===== config.mk =====
export PLATFORM = sky130hd
export DESIGN_NAME = ram_arbiter
export DESIGN_NICKNAME = d
export VERILOG_FILES = /design/src/rtl/ram_arbiter.sv
export SDC_FILE = /design/constraint.sdc
export NUM_CORES = 1
export LEC_CHECK = 0
export CORE_UTILIZATION = 34
export CTS_BUF_LIST = sky130_fd_sc_hd__clkbuf_8
export DETAILED_ROUTE_END_ITERATION = 7
export MAX_ROUTING_LAYER = met4
export PLACE_DENSITY = 0.67
export SLEW_MARGIN = 20
export SYNTH_ARGS = -nofsm -noshare
export SYNTH_HDL_FRONTEND = slang
export SYNTH_SLANG_ARGS = --single-unit

===== constraint.sdc =====
create_clock -name clock -period 1.8 [get_ports clock]
set_clock_uncertainty 0.1 [all_clocks]
set_input_delay 0.36 -clock clock [delete_from_list [all_inputs] [get_ports clock]]
set_output_delay 0.36 -clock clock [all_outputs]
set_load 0.005 [all_outputs]

===== src/rtl/ram_arbiter.sv =====
// Round-robin arbiter and access sequencer for the shared single-port RAM.
// Port 0 is the loader/DMA, port 1 is the CPU; one transaction owns the RAM at a time.
module ram_arbiter #(
  parameter int ADDR_BITS    = 3,
  parameter int WORD_BITS    = 8,
  parameter int READ_CYCLES  = 1,
  parameter int WRITE_CYCLES = 1
) (
  input  logic                 clock,
  input  logic                 rst,
  input  logic                 req0_valid,
  input  logic                 req0_write,
  input  logic [ADDR_BITS-1:0] req0_addr,
  input  logic [WORD_BITS-1:0] req0_wdata,
  output logic                 req0_ready,
  output logic [WORD_BITS-1:0] req0_rdata,
  input  logic                 req1_valid,
  input  logic                 req1_write,
  input  logic [ADDR_BITS-1:0] req1_addr,
  input  logic [WORD_BITS-1:0] req1_wdata,
  output logic                 req1_ready,
  output logic [WORD_BITS-1:0] req1_rdata,
  output logic [ADDR_BITS-1:0] mem_addr,
  output logic [WORD_BITS-1:0] mem_wdata,
  output logic                 mem_write_ena,
  input  logic [WORD_BITS-1:0] mem_rdata,
  output logic [1:0]           grant,
  output logic                 busy
);

  localparam int MAX_CYCLES = (READ_CYCLES > WRITE_CYCLES) ? READ_CYCLES : WRITE_CYCLES;
  localparam int CNT_BITS   = (MAX_CYCLES < 1) ? 1 : $clog2(MAX_CYCLES + 1);
  localparam logic [CNT_BITS-1:0] READ_LAST  = CNT_BITS'(READ_CYCLES);
  localparam logic [CNT_BITS-1:0] WRITE_LAST = CNT_BITS'(WRITE_CYCLES);

  typedef enum logic [1:0] {IDLE, ACCESS, DONE} state_t;

  state_t                state_reg, state_next;
  logic [CNT_BITS-1:0]   cnt_reg;
  logic                  write_reg;
  logic [ADDR_BITS-1:0]  addr_reg;
  logic [WORD_BITS-1:0]  wdata_reg;
  logic [1:0]            grant_reg;
  logic                  last_grant_reg;
  logic [WORD_BITS-1:0]  rdata0_reg, rdata1_reg;

  logic                  winner;
  logic                  sel_write;
  logic [ADDR_BITS-1:0]  sel_addr;
  logic [WORD_BITS-1:0]  sel_wdata;
  logic                  last_cycle;
  logic                  any_valid;

  assign any_valid = req0_valid | req1_valid;

  // Under contention the port that did not win last time goes first.
  always_comb begin
    if (req0_valid && req1_valid) begin
      winner = ~last_grant_reg;
    end else begin
      winner = req1_valid;
    end
    sel_write = winner ? req1_write : req0_write;
    sel_addr  = winner ? req1_addr  : req0_addr;
    sel_wdata = winner ? req1_wdata : req0_wdata;
  end

  assign last_cycle = (cnt_reg == (write_reg ? WRITE_LAST : READ_LAST));

  always_ff @(posedge clock) begin
    if (rst) begin
      state_reg <= IDLE;
    end else begin
      state_reg <= state_next;
    end
  end

  always_comb begin
    state_next = state_reg;
    case (state_reg)
      IDLE:    if (any_valid) state_next = ACCESS;
      ACCESS:  if (last_cycle) state_next = DONE;
      DONE:    state_next = IDLE;
      default: state_next = IDLE;
    endcase
  end

  always_ff @(posedge clock) begin
    if (rst) begin
      cnt_reg        <= '0;
      write_reg      <= 1'b0;
      addr_reg       <= '0;
      wdata_reg      <= '0;
      grant_reg      <= 2'b00;
      last_grant_reg <= 1'b1;
    end else begin
      case (state_reg)
        IDLE: begin
          if (any_valid) begin
            write_reg      <= sel_write;
            addr_reg       <= sel_addr;
            wdata_reg      <= sel_wdata;
            grant_reg      <= winner ? 2'b10 : 2'b01;
            last_grant_reg <= winner;
            cnt_reg        <= '0;
          end
        end
        ACCESS: begin
          // Hold at the final count rather than wrap past it.
          if (!last_cycle) cnt_reg <= cnt_reg + 1'b1;
        end
        DONE: begin
          grant_reg <= 2'b00;
        end
        default: begin
          grant_reg <= 2'b00;
        end
      endcase
    end
  end

  always_ff @(posedge clock) begin
    if (rst) begin
      rdata0_reg <= '0;
      rdata1_reg <= '0;
    end else if (state_reg == ACCESS && last_cycle && !write_reg) begin
      if (grant_reg[0]) rdata0_reg <= mem_rdata;
      if (grant_reg[1]) rdata1_reg <= mem_rdata;
    end
  end

  always_comb begin
    busy          = (state_reg != IDLE);
    mem_write_ena = (state_reg == ACCESS) && write_reg;
    req0_ready    = (state_reg == DONE) && grant_reg[0];
    req1_ready    = (state_reg == DONE) && grant_reg[1];
    mem_addr      = addr_reg;
    mem_wdata     = wdata_reg;
    grant         = grant_reg;
    req0_rdata    = rdata0_reg;
    req1_rdata    = rdata1_reg;
  end

endmodule


==> impl_metrics.json <==
{
  "fmax_ghz": 0.577,
  "placed_cells": 298,
  "die_h_microns": 69.4,
  "synth_cell_types": 32,
  "grtUsageTotal_pct": 18.6,
  "cts_root_buffer": "clkbuf_8",
  "ys_seq_elements": 34,
  "synth-edff-count": 0,
  "yosysWarnings": 0,
  "post_drt_wl_per_cell_microns": 13.2,
  "synthCells": 179,
  "end_kind": "output port",
  "clk_latency_ns": 0.28,
  "antenna_cells": 0,
  "finalSetupViolCount": 0,
  "pin_count": 69,
  "fin_crit_ns": 1.73,
  "ys_async_sr_fraction_pct": 0,
  "routed_via_density": 5.16,
  "placementRows": 24,
  "synth-main-ff-cell": "dfxtp_1",
  "num_vias": 1589,
  "status": "finished clean",
  "syn_area_sq_um": 1550,
  "dp_hpwl_microns": 2950,
  "cts_buffers": 5,
  "area_delta_synth_final_pct": 58.0,
  "drc": 0,
  "vdd_drop_max_v": 0.000555,
  "max_cap_viol_count": 0,
  "gr-total-overflow": 0,
  "floorplan.initialDensity_pct": 35.5,
  "hold_viol": 0,
  "worst_pin_slew_ns": 0.412,
  "syn_nets": 215,
  "cts.sinks": 34,
  "grt_max_degree": 35,
  "finalNetCount": 291,
  "hold_buffers": 0,
  "ant_nets": 0,
  "cp-start-kind": "flop",
  "leakage_nw": 0.898,
  "instances_no_fill": 308,
  "synth.avg_cell_area_sq_um": 8.64,
  "fp.dieArea_sq_um": 4820,
  "final_cell_mix": "64 x clkdlybuf4s50_1, 32 x dfxtp_1, 27 x a21oi_1",
  "antenna_found_initial": 0,
  "drt-initial-drc-count": 94,
  "dr.pass1.iters": 4,
  "final_common_cell": "clkdlybuf4s50_1",
  "wirelength_microns": 4070,
  "fin_util_pct": 56.1,
  "path_clk_slew_ns": 0.07,
  "cp_data_arrival_time_ns": 1.27,
  "core-area_sq_um": 4350,
  "worstPathRequired_ns": 1.34,
  "htreeDepth": 2,
  "period_share_pct": 96.3,
  "hold_class": "reg -> reg",
  "cts_tree": "yes",
  "path_max_fanout": 11,
  "drive_gt1_share_pct": 14.1,
  "crit_type": "reg -> out",
  "io_buffers": 68,
  "slew_viol_final": 0,
  "grt_pass1_vias": 1524,
  "powerDensity_nw_per_um2": 774,
  "slew-limit-headroom_pct": 72.5,
  "grt_pass1_wl_microns": 7070,
  "rsz0062_at_grt": "false",
  "yosysSeqAreaShare_pct": 44.0,
  "die_w_microns": 69.4,
  "clockBufferDepth": 2,
  "place.gp.congestion": 0.754
}
## per-stage QoR
stage	power, W	cell area (sq um)	hold WS (ns)	setup TNS [ns]	setup WS [ns]
3_3_place_gp	0.00122	2320	0.361	0	0.0266
5_1_grt	0.00199	2440	0.397	0	0.00528
3_5_place_dp	0.00122	2320	0.371	-0.140	-0.0280
4_1_cts	0.00191	2450	0.381	0	0.000112
6_report	0.00189	2440	0.380	0	0.0674
2_1_floorplan	0.00102	1550	0.370	0	0.426
## worst max-delay path: stages (launching register included)
cell and delay [ns]:
dfxtp_1 0.32, buf_4 0.16, clkdlybuf4s50_1 0.51
## area by class of cell
class | count | area [sq um]
repair buffers | 85 | 845
fillers | 407 | 1910
multi-input cells | 124 | 723
well taps | 52 | 65.1
clock inverters | 3 | 40.0
flip-flops and latches | 34 | 683
inverters | 5 | 18.8
clock buffers | 5 | 68.8
## where the power goes
part	leakage (nW)	internal (W)	switching, W
sequential	0.279	0.000795	0.0000301
combinational	0.562	0.000223	0.000163
clock	0.0579	0.000407	0.000275
## layer usage
layer | global-route usage [%] | routed length, microns | share of wire, % | vias up
li1 | - | - | - | 801
met1 | 24.2 | 1820 | 45 | 717
met2 | 28.3 | 1890 | 46 | 67
met3 | 5.38 | 327 | 8.0 | 4
met4 | 5.22 | 32 | 0.79 | 0
met5 | - | 0 | 0 | -
## Yosys cell counts (2+ instances only)
cell type | count | area, sq um
inv_1 | 5 | 18.8
nand2_1 | 22 | 82.6
buf_2 | 3 | 15.0
a31oi_1 | 3 | 18.8
o21ai_0 | 20 | 100
or2b_1 | 2 | 15.0
a21oi_1 | 27 | 135
nand4_1 | 6 | 37.5
nand3_1 | 16 | 80.1
clkbuf_2 | 2 | 10.0
clkbuf_1 | 4 | 15.0
a311oi_1 | 9 | 78.8
nor2_1 | 3 | 11.3
dfxtp_1 | 34 | 681
buf_6 | 5 | 56.3
and3_1 | 2 | 12.5
## timing repair
item	4_1_cts	5_1_grt
endpoints found under the setup margin	4	1
gates resized for setup	9	2
buffers inserted	2	0
cloned	0	0
## final timing paths
path / slack [ns] / to / depth (start not counted) / start
worst max register to register: 0.19 / req1_rdata[6]$_SDFFE_PP0P_ / 6 / state_reg[1]$_SDFFE_PP0P_
worst min-delay path: 0.38 / req1_rdata[3]$_SDFFE_PP0P_ / 2 / req1_rdata[3]$_SDFFE_PP0P_
worst min register to register: 0.38 / req1_rdata[3]$_SDFFE_PP0P_ / 2 / req1_rdata[3]$_SDFFE_PP0P_
worst max-delay path: 0.07 / grant[1] / 2 / grant[1]$_SDFFE_PP0P_
## logic make-up (layout without fill, tap and decap cells)
group / Yosys count / count (layout) / synth area share [%]
AO/OA/AOI/OAI: 66 / 66 / 25.8
flip-flops: 34 / 34 / 44.0
buffers and inverters: 21 / 98 / 9.22
AND/OR/NAND/NOR: 58 / 58 / 21.0
No activity file was read; power rests on OpenSTA's default activity.
